--- src/rtl/ex_mem_stage.sv ---
// EX/MEM pipeline register of the MIPS32 core, plus the EX ALU-control decoder and MEM branch-taken gate.
// Latency: registered fields 1 cycle; sal_alu_control and branch_taken are combinational.
// Backpressure: none; no stall or enable, so the stage captures every cycle. Optional macro EXMEM_BRANCH_FLUSH_EN squashes controls on a taken branch.
module ex_mem_stage #(
    parameter int DATA_W = 32,
    parameter int REG_W  = 5
) (
    input  logic              clock,
    input  logic              reset,
    input  logic              zero_IN,
    input  logic              branch,
    input  logic              memread,
    input  logic              memtoreg,
    input  logic              memwrite,
    input  logic              regwrite,
    input  logic [DATA_W-1:0] Add_proxDir_IN,
    input  logic [DATA_W-1:0] PCplus4_B,
    input  logic [DATA_W-1:0] DR2_IN,
    input  logic [DATA_W-1:0] Alu_result_IN,
    input  logic [REG_W-1:0]  WriteRegister_IN,
    input  logic [5:0]        instruccion_FNC,
    input  logic [1:0]        ALUop,
    output logic [3:0]        sal_alu_control,
    output logic              zero_OUT,
    output logic [DATA_W-1:0] Add_proxDir_OUT,
    output logic [DATA_W-1:0] PCplus4_B_OUT,
    output logic [DATA_W-1:0] DR2_OUT,
    output logic [DATA_W-1:0] Alu_result_OUT,
    output logic [REG_W-1:0]  WriteRegister,
    output logic              o_branch,
    output logic              o_memread,
    output logic              o_memtoreg,
    output logic              o_memwrite,
    output logic              o_regwrite,
    output logic              branch_taken
);

    // ALU operation codes driven to EX
    localparam logic [3:0] ALU_AND = 4'b0000;
    localparam logic [3:0] ALU_OR  = 4'b0001;
    localparam logic [3:0] ALU_ADD = 4'b0010;
    localparam logic [3:0] ALU_SUB = 4'b0110;
    localparam logic [3:0] ALU_SLT = 4'b0111;
    localparam logic [3:0] ALU_NOR = 4'b1100;
    localparam logic [3:0] ALU_BAD = 4'b1111;

    // Squash request for the instruction entering MEM behind a taken branch
    logic flush;
`ifdef EXMEM_BRANCH_FLUSH_EN
    assign flush = branch_taken;
`else
    assign flush = 1'b0;
`endif

    // Decode ALUop class and, for R-type, the funct field into an ALU operation
    always_comb begin
        sal_alu_control = ALU_BAD;
        case (ALUop)
            2'b00: sal_alu_control = ALU_ADD;
            2'b01: sal_alu_control = ALU_SUB;
            2'b11: sal_alu_control = ALU_AND;
            default: begin
                case (instruccion_FNC)
                    6'b100000: sal_alu_control = ALU_ADD;
                    6'b100010: sal_alu_control = ALU_SUB;
                    6'b100100: sal_alu_control = ALU_AND;
                    6'b100101: sal_alu_control = ALU_OR;
                    6'b101010: sal_alu_control = ALU_SLT;
                    6'b100111: sal_alu_control = ALU_NOR;
                    default:   sal_alu_control = ALU_BAD;
                endcase
            end
        endcase
    end

    // Data, PC and destination fields: clear on reset, otherwise capture every edge
    always_ff @(posedge clock) begin
        if (!reset) begin
            Add_proxDir_OUT <= '0;
            PCplus4_B_OUT   <= '0;
            DR2_OUT         <= '0;
            Alu_result_OUT  <= '0;
            WriteRegister   <= '0;
        end else begin
            Add_proxDir_OUT <= Add_proxDir_IN;
            PCplus4_B_OUT   <= PCplus4_B;
            DR2_OUT         <= DR2_IN;
            Alu_result_OUT  <= Alu_result_IN;
            WriteRegister   <= WriteRegister_IN;
        end
    end

    // Control bits and zero flag: clear on reset or when squashing a wrong-path instruction
    always_ff @(posedge clock) begin
        if (!reset || flush) begin
            zero_OUT   <= 1'b0;
            o_branch   <= 1'b0;
            o_memread  <= 1'b0;
            o_memtoreg <= 1'b0;
            o_memwrite <= 1'b0;
            o_regwrite <= 1'b0;
        end else begin
            zero_OUT   <= zero_IN;
            o_branch   <= branch;
            o_memread  <= memread;
            o_memtoreg <= memtoreg;
            o_memwrite <= memwrite;
            o_regwrite <= regwrite;
        end
    end

    // PC select for IF: branch in MEM whose comparison came out equal
    assign branch_taken = o_branch & zero_OUT;

endmodule

--- config.mk ---
export PLATFORM = sky130hd
export DESIGN_NAME = ex_mem_stage
export DESIGN_NICKNAME = d
export VERILOG_FILES = /design/src/rtl/ex_mem_stage.sv
export SDC_FILE = /design/constraint.sdc
export NUM_CORES = 1
export LEC_CHECK = 0
export BUFFER_PORTS_ARGS = -buffer_cell sky130_fd_sc_hd__buf_4
export CAP_MARGIN = 20
export CORE_AREA = 2 2 114 116
export CTS_CLUSTER_DIAMETER = 30
export CTS_CLUSTER_SIZE = 24
export DETAILED_ROUTE_END_ITERATION = 12
export DIE_AREA = 0 0 116 118
export HOLD_SLACK_MARGIN = 0.06
export PLACE_DENSITY = 0.72
export REMOVE_ABC_BUFFERS = 1
export SYNTH_ARGS = -nofsm -noshare
export SYNTH_HDL_FRONTEND = slang
export SYNTH_SLANG_ARGS = --single-unit
export TNS_END_PERCENT = 10
--- constraint.sdc ---
create_clock -name clock -period 0.82 [get_ports clock]
set_clock_uncertainty 0.15 [all_clocks]
set_input_delay 0.164 -clock clock [delete_from_list [all_inputs] [get_ports clock]]
set_output_delay 0.164 -clock clock [all_outputs]
set_load 0.02 [all_outputs]
==> out/summary.txt, run 1 <==
Synthesized cell area = 3919 um2
First-pass GRT wire length = 23180 um
PnR worst setup slack = -0.5003 ns
Hold Slack = -0.1466 ns
Root Driver = clkbuf_16
Largest net degree at the start of global routing = 75
Reg clk slew, reported paths = 0.06 ns
Vias/cell = 4.206
Area share of the largest cell type after synthesis = 0.7101
Initial antenna violation count = 1
Total track usage = 0.2270
WS Path Type = reg2out
Most used DFF post-synth = dfxtp_1
Min-delay worst type = in2reg
Sw power = 0.004329 W
Width of the die = 116 um
Layout area overhead = 138.5%
Fin crit share = 1.610
Util after Layout = 0.7528
Final nets = 900
Io pins = 293
Drt initial violations = 187
Mean post-synth cell area = 12.68 um2
# setup viols final = 169
Critical path startpoint category = flip-flop
Port Buffer Count = 292
Tmin final = 1.320 ns
Register area share after synthesis = 0.7101
Worst-path fanout max = 2
Flop pwr share = 0.401
TritonCTS Buffers = 17
Critical Path AT = 1.01 ns
Most numerous cell in the Yosys netlist = and2_1
WP buf/inv = 1
Crit end category = primary output
Worst rel slew slack = 0.8336
Fmax = 757.4 MHz
RSZ-0062 raised after global routing = true
Peak supply drop = 1054 uV
DP Worst Slack = -0.4796 ns
TritonCTS clock tree = done
Fin. max-slew vios = 0
Yosys warns = 0
Share of cells above drive strength 1 = 0.6579
GP Congestion = 0.7705
Initial core utilization = 0.3157
Gate Count Post-Synth = 309
Synth async-reset ratio = 0
Worst Max-Slew Pin Slew = 0.2496 ns
Pleak = 5.058 nW
#FFs+latches synth = 139
DR WL/cell = 18.62 um
Max Root-Sink Buffers = 2
Hold depth = 2
Switching Share = 0.2345
Crit-path cells = and2_4 -> buf_6
H-tree level count = 4
DRC Markers = 0
Clock Power Share = 0.431
Post-route ant nets = 0
Library cells used by synthesis = 14
Synth area leaders = dfxtp_1, and2_1, buf_6
Cell family with most CP delay = flip-flops
Status = finished, violations left
Yosys top cell by area = dfxtp_1
# clock sinks = 139
Combinational Power Share = 0.168
Fin. Hold Viols = 7
Cell Int Power = 0.01413 W
Vias = 3937
Hpwl dp = 8410 um
CP required = 0.51 ns
Core ar. = 12410 um2
Violated checks = hold timing, setup timing
Vias in the first global route = 4431
EDFF count, synth = 0
Post-synth top cells = and2_1, dfxtp_1, buf_6
DRT Wirelength = 17430 um
Die ar. = 13690 um2
Grt ovf = 0
Slowest Stage Delay on Critical Path = 0.34 ns
CTS hold repair buffers = 137
Levels on crit path = 2
# rows = 41
Die Ht = 118 um
Max-cap violations = 0
Pwr dens = 1976 nW/um2
Critical-path top delay cell = dfxtp_2
Pre-antenna DRT Iters = 4
## state kept, by name (all words and copies together) (netlist names), 5 cells and up
| name | count |
|---|---|
| Alu_result_OUT | 32 |
| PCplus4_B_OUT | 32 |
| WriteRegister | 5 |
| Add_proxDir_OUT | 32 |
| DR2_OUT | 32 |
## metal layers
metal | global-route usage | wire, um | vias to the layer above
met4 | 0.1436 | 712 | 0
met3 | 0.07981 | 1290 | 49
met1 | 0.1966 | 5621 | 1841
li1 | - | - | 1830
met2 | 0.4276 | 9801 | 217
met5 | 0 | 0 | -
## cell usage in the layout, fill, tap and decap left out, drive strengths merged
| cell type | n |
|---|---|
| a21oi | 2 |
| inv | 3 |
| bufinv | 3 |
| nor3b | 2 |
| a41oi | 1 |
| clkinvlp | 3 |
| dfxtp | 139 |
| nand2 | 1 |
| dlymetal6s4s | 97 |
| clkbuf | 21 |
| nand2b | 2 |
| o211a | 1 |
| buf | 305 |
| diode | 1 |
| clkinv | 3 |
| nor2b | 1 |
| o21ai | 2 |
| dlygate4sd3 | 36 |
| and2 | 140 |
| xor2 | 1 |
## final timing paths
check	endpoint	start	slack, ns
setup / recovery	branch_taken	o_branch	-0.50
hold / removal	o_memtoreg	memtoreg	-0.15
## metrics by stage
stage / hold WS, ns / instance area (um2) / std cells / setup TNS, ns / total power [W]
finish: -0.1466 / 9345 / 936 / -50.25 / 0.01846
global route: -0.1606 / 9345 / 936 / -54.05 / 0.01902
CTS: -0.1653 / 8956 / 933 / -51.15 / 0.01806
detailed placement: 0.2243 / 6246 / 764 / -15.02 / 0.009395
global placement: 0.2202 / 6246 / 764 / -13.63 / 0.009350
floorplan: 0.1357 / 3769 / 294 / -1.163 / 0.008098
## what timing repair did
action                                  in CTS  in global routing
gates resized for setup                    280                143
endpoints found under the setup margin     144                255
setup buffers                                1                  3
hold endpoints to repair                   139                 94
cloned                                       0                  0
pin swaps                                    2                  6
## power by group through the flow
stage,sequential (W),combinational [W],clock (W)
2_1_floorplan,0.00783,0.000268,0
3_5_place_dp,0.00737,0.00202,0
6_report,0.00740,0.00310,0.00796
3_3_place_gp,0.00736,0.00199,0
4_1_cts,0.00736,0.00280,0.00789
5_1_grt,0.00742,0.00324,0.00837
## cell families (layout without fill, tap and decap cells)
group | after synthesis | in the layout | synth area share
and+or+nand+nor | 146 | 146 | 0.2375
other | 0 | 1 | 0
buffers and inverters | 17 | 471 | 0.04023
DFF | 139 | 139 | 0.7101
xor gates and xnor gates | 1 | 1 | 0.002235
AOI/OAI and AO/OA | 6 | 6 | 0.009899
## cell type report
cell class	count	area [um2]
Antenna cell	1	2.502
Clock buffer	21	470.5
Clock inverter	10	140.1
Fill cell	702	3069
Inverter	2	7.507
Multi-Input combinational cell	153	1086
Sequential cell	139	2957
Tap cell	172	215.2
Timing Repair Buffer	438	4467
No activity file was read; power rests on OpenSTA's default activity.
==> run 2, diff against run 1 <==
CORE_AREA = unset   (was 2 2 114 116)
CORE_ASPECT_RATIO = 0.7   (was unset)
CORE_MARGIN = 2   (was unset)
CORE_UTILIZATION = 36   (was unset)
DIE_AREA = unset   (was 0 0 116 118)
PLACE_DENSITY = 0.8   (was 0.72)
==> run 2 against run 1 <==
Net effect:
- the run still ends with hold timing, setup timing left
- worst hold slack got worse by 0.025 ns
- critical endpoint is now sal_alu_control[2]
- total power grew 1.0%
- sequential cell count unchanged
- die area decreased by 14%
- global-route usage grew 4.0 points
- clock-buffer cell count fell by 3
- cell area fell by 2.4%
- largest power group unchanged
==> out/summary.txt, run 2 (synthesized netlist as in run 1, its figures left out) <==
Status = finished, violations left
Violated checks = hold timing, setup timing
Port Buffer Count = 292 (unchanged)
Pleak = 4.996 nW (-1.2%)
Core ar. = 10470 um2 (-16%)
Pwr dens = 2045 nW/um2 (+3.5%)
Commonest cells after routing, fill and taps aside = buf_4, buf_6, dfxtp_2
# clock sinks = 139 (unchanged)
Vias in the first global route = 4329 (-2.3%)
# setup viols final = 160 (-5.3%)
Peak supply drop = 1754 uV (+66%)
Crit end category = primary output
Die Ht = 91.29 um (-23%)
Min-delay worst type = in2reg
RSZ-0062 raised after global routing = true
Initial antenna violation count = 0 (-1)
Area of the multi-input gates = 1069 um2 (-1.6%)
Drt initial violations = 190 (+1.6%)
Critical Path AT = 0.99 ns (-0.02 ns)
TritonCTS clock tree = done
Commonest non-fill, non-tap cell in the layout = buf_4
CP required = 0.51 ns (about the same)
PnR worst setup slack = -0.4873 ns (+0.01298 ns)
DRT Wirelength = 17730 um (+1.7%)
Fmax = 764.9 MHz (+0.99%)
Fin. Hold Viols = 26 (+19)
Fin. max-slew vios = 0 (unchanged)
Die ar. = 11750 um2 (-14%)
Hpwl dp = 8142 um (-3.2%)
First-pass GRT wire length = 23430 um (+1.1%)
Worst rel slew slack = 0.8355 (+0.001964)
Crit-path cells = buf_8 -> nor3b_4 -> nor3b_2 -> o21ai_1 -> buf_4
Number of fill cells in the layout = 440 (-37%)
Slowest Stage Delay on Critical Path = 0.25 ns (-0.09 ns)
WS Path Type = in2out
Width of the die = 128.7 um (+11%)
Hold Slack = -0.1716 ns (-0.02500 ns)
Io pins = 293 (unchanged)
Register Area = 2957 um2 (unchanged)
WP buf/inv = 2 (+1)
Vias/cell = 4.411 (+4.9%)
GP Congestion = 0.7508 (-2.6%)
Worst-path fanout max = 3 (+1)
Max Root-Sink Buffers = 2 (unchanged)
Root Driver = clkbuf_16
Cell Int Power = 0.01419 W (+0.38%)
Fin crit share = 1.594 (-0.01582)
DRC Markers = 0 (unchanged)
Setup_tns = -48.98 ns (+1.273 ns)
Post-route ant nets = 0 (unchanged)
Flop pwr share = 0.397 (-0.004)
Reg clk slew, reported paths = 0.06 ns (about the same)
Clock Power Share = 0.439 (+0.008)
Pre-antenna DRT Iters = 4 (unchanged)
Switching Share = 0.2393 (+0.004786)
TritonCTS Buffers = 17 (unchanged)
Cell Count, Final, Fillers Out = 885 (-5.4%)
Cell family with most CP delay = simple AND/OR/NAND/NOR gates
Worst Max-Slew Pin Slew = 0.2467 ns (-0.002945 ns)
# rows = 31 (-24%)
Total track usage = 0.2669 (+0.03996)
Overall power = 0.01865 W (+1.0%)
Final nets = 888 (-1.3%)
Critical path startpoint category = input pin
Grt ovf = 0 (unchanged)
H-tree level count = 4 (unchanged)
Combinational Power Share = 0.163 (-0.005)
DR WL/cell = 20.03 um (+7.6%)
Tmin final = 1.307 ns (-0.01297 ns)
Layout area overhead = 132.7%
Sw power = 0.004462 W (+3.1%)
Largest net degree at the start of global routing = 73 (-2.7%)
Critical-path top delay cell = nor3b_4
Initial core utilization = 0.3742 (+0.05853)
Share of cells above drive strength 1 = 0.6835 (+0.02558)
Placed cells = 721 (-5.6%)
Vias = 3904 (-0.84%)
Max-cap violations = 0 (unchanged)
-- run 2: changes by cell type in the layout (fill, tap and decap cells not counted), sizes merged --
cell          delta
dlygate4sd3     -18
buf              +8
clkbuf           -3
clkinv           +2
dlymetal6s4s     -2
inv              +2
bufinv           +1
clkinvlp         -1
-- run 2: metrics by stage --
step,area (um2),util,worst slack (ns),hold slack (ns)
6_report,9119,0.8707,-0.4873,-0.1716
2_1_floorplan,3769,-,-0.2717,0.1357
5_1_grt,9116,0.8705,-0.5328,-0.1813
3_3_place_gp,6173,0.5895,-0.3794,0.2159
3_5_place_dp,6173,0.5895,-0.4324,0.2244
4_1_cts,8816,0.8418,-0.4902,-0.1697
-- run 2: area by class of cell --
class,count,area share
multi-input cells,153,0.1172
repair buffers,426,0.4710
diodes,1,0.0002744
flip-flops and latches,139,0.3242
inverters,2,0.0008233
clock inverters,14,0.02127
clock buffers,18,0.04706
well taps,132,0.01811
-- run 2: path summary, 6_finish.rpt --
kind / from / endpoint / cells past startpoint
worst min-delay path: Alu_result_IN[1] / Alu_result_OUT[1] / 2
worst max-delay path: instruccion_FNC[4] / sal_alu_control[2] / 5
-- run 2: per-layer routing --
metal / share of wire / global-route usage / vias to the layer above
li1: - / - / 1810
met2: 0.56 / 0.5392 / 198
met4: 0.029 / 0.08786 / 0
met1: 0.33 / 0.2392 / 1862
met3: 0.075 / 0.09841 / 34
met5: 0 / 0 / -
-- run 2: power by group through the flow --
stage / sequential [W] / clock, W / combinational (W)
2_1_floorplan: 0.00783 / 0 / 0.000268
3_3_place_gp: 0.00736 / 0 / 0.00197
3_5_place_dp: 0.00737 / 0 / 0.00201
4_1_cts: 0.00736 / 0.00813 / 0.00276
5_1_grt: 0.00742 / 0.00858 / 0.00318
6_report: 0.00740 / 0.00820 / 0.00305
-- run 2: timing repair --
| action | 4_1_cts | 5_1_grt |
|---|---|---|
| gates cloned | 0 | 0 |
| hold buffers | 128 | 1 |
| endpoints found under the setup margin | 144 | 259 |
| resized for setup | 286 | 140 |
| pin swaps | 4 | 5 |
| endpoints found under the hold margin | 139 | 106 |
| buffers inserted | 0 | 2 |
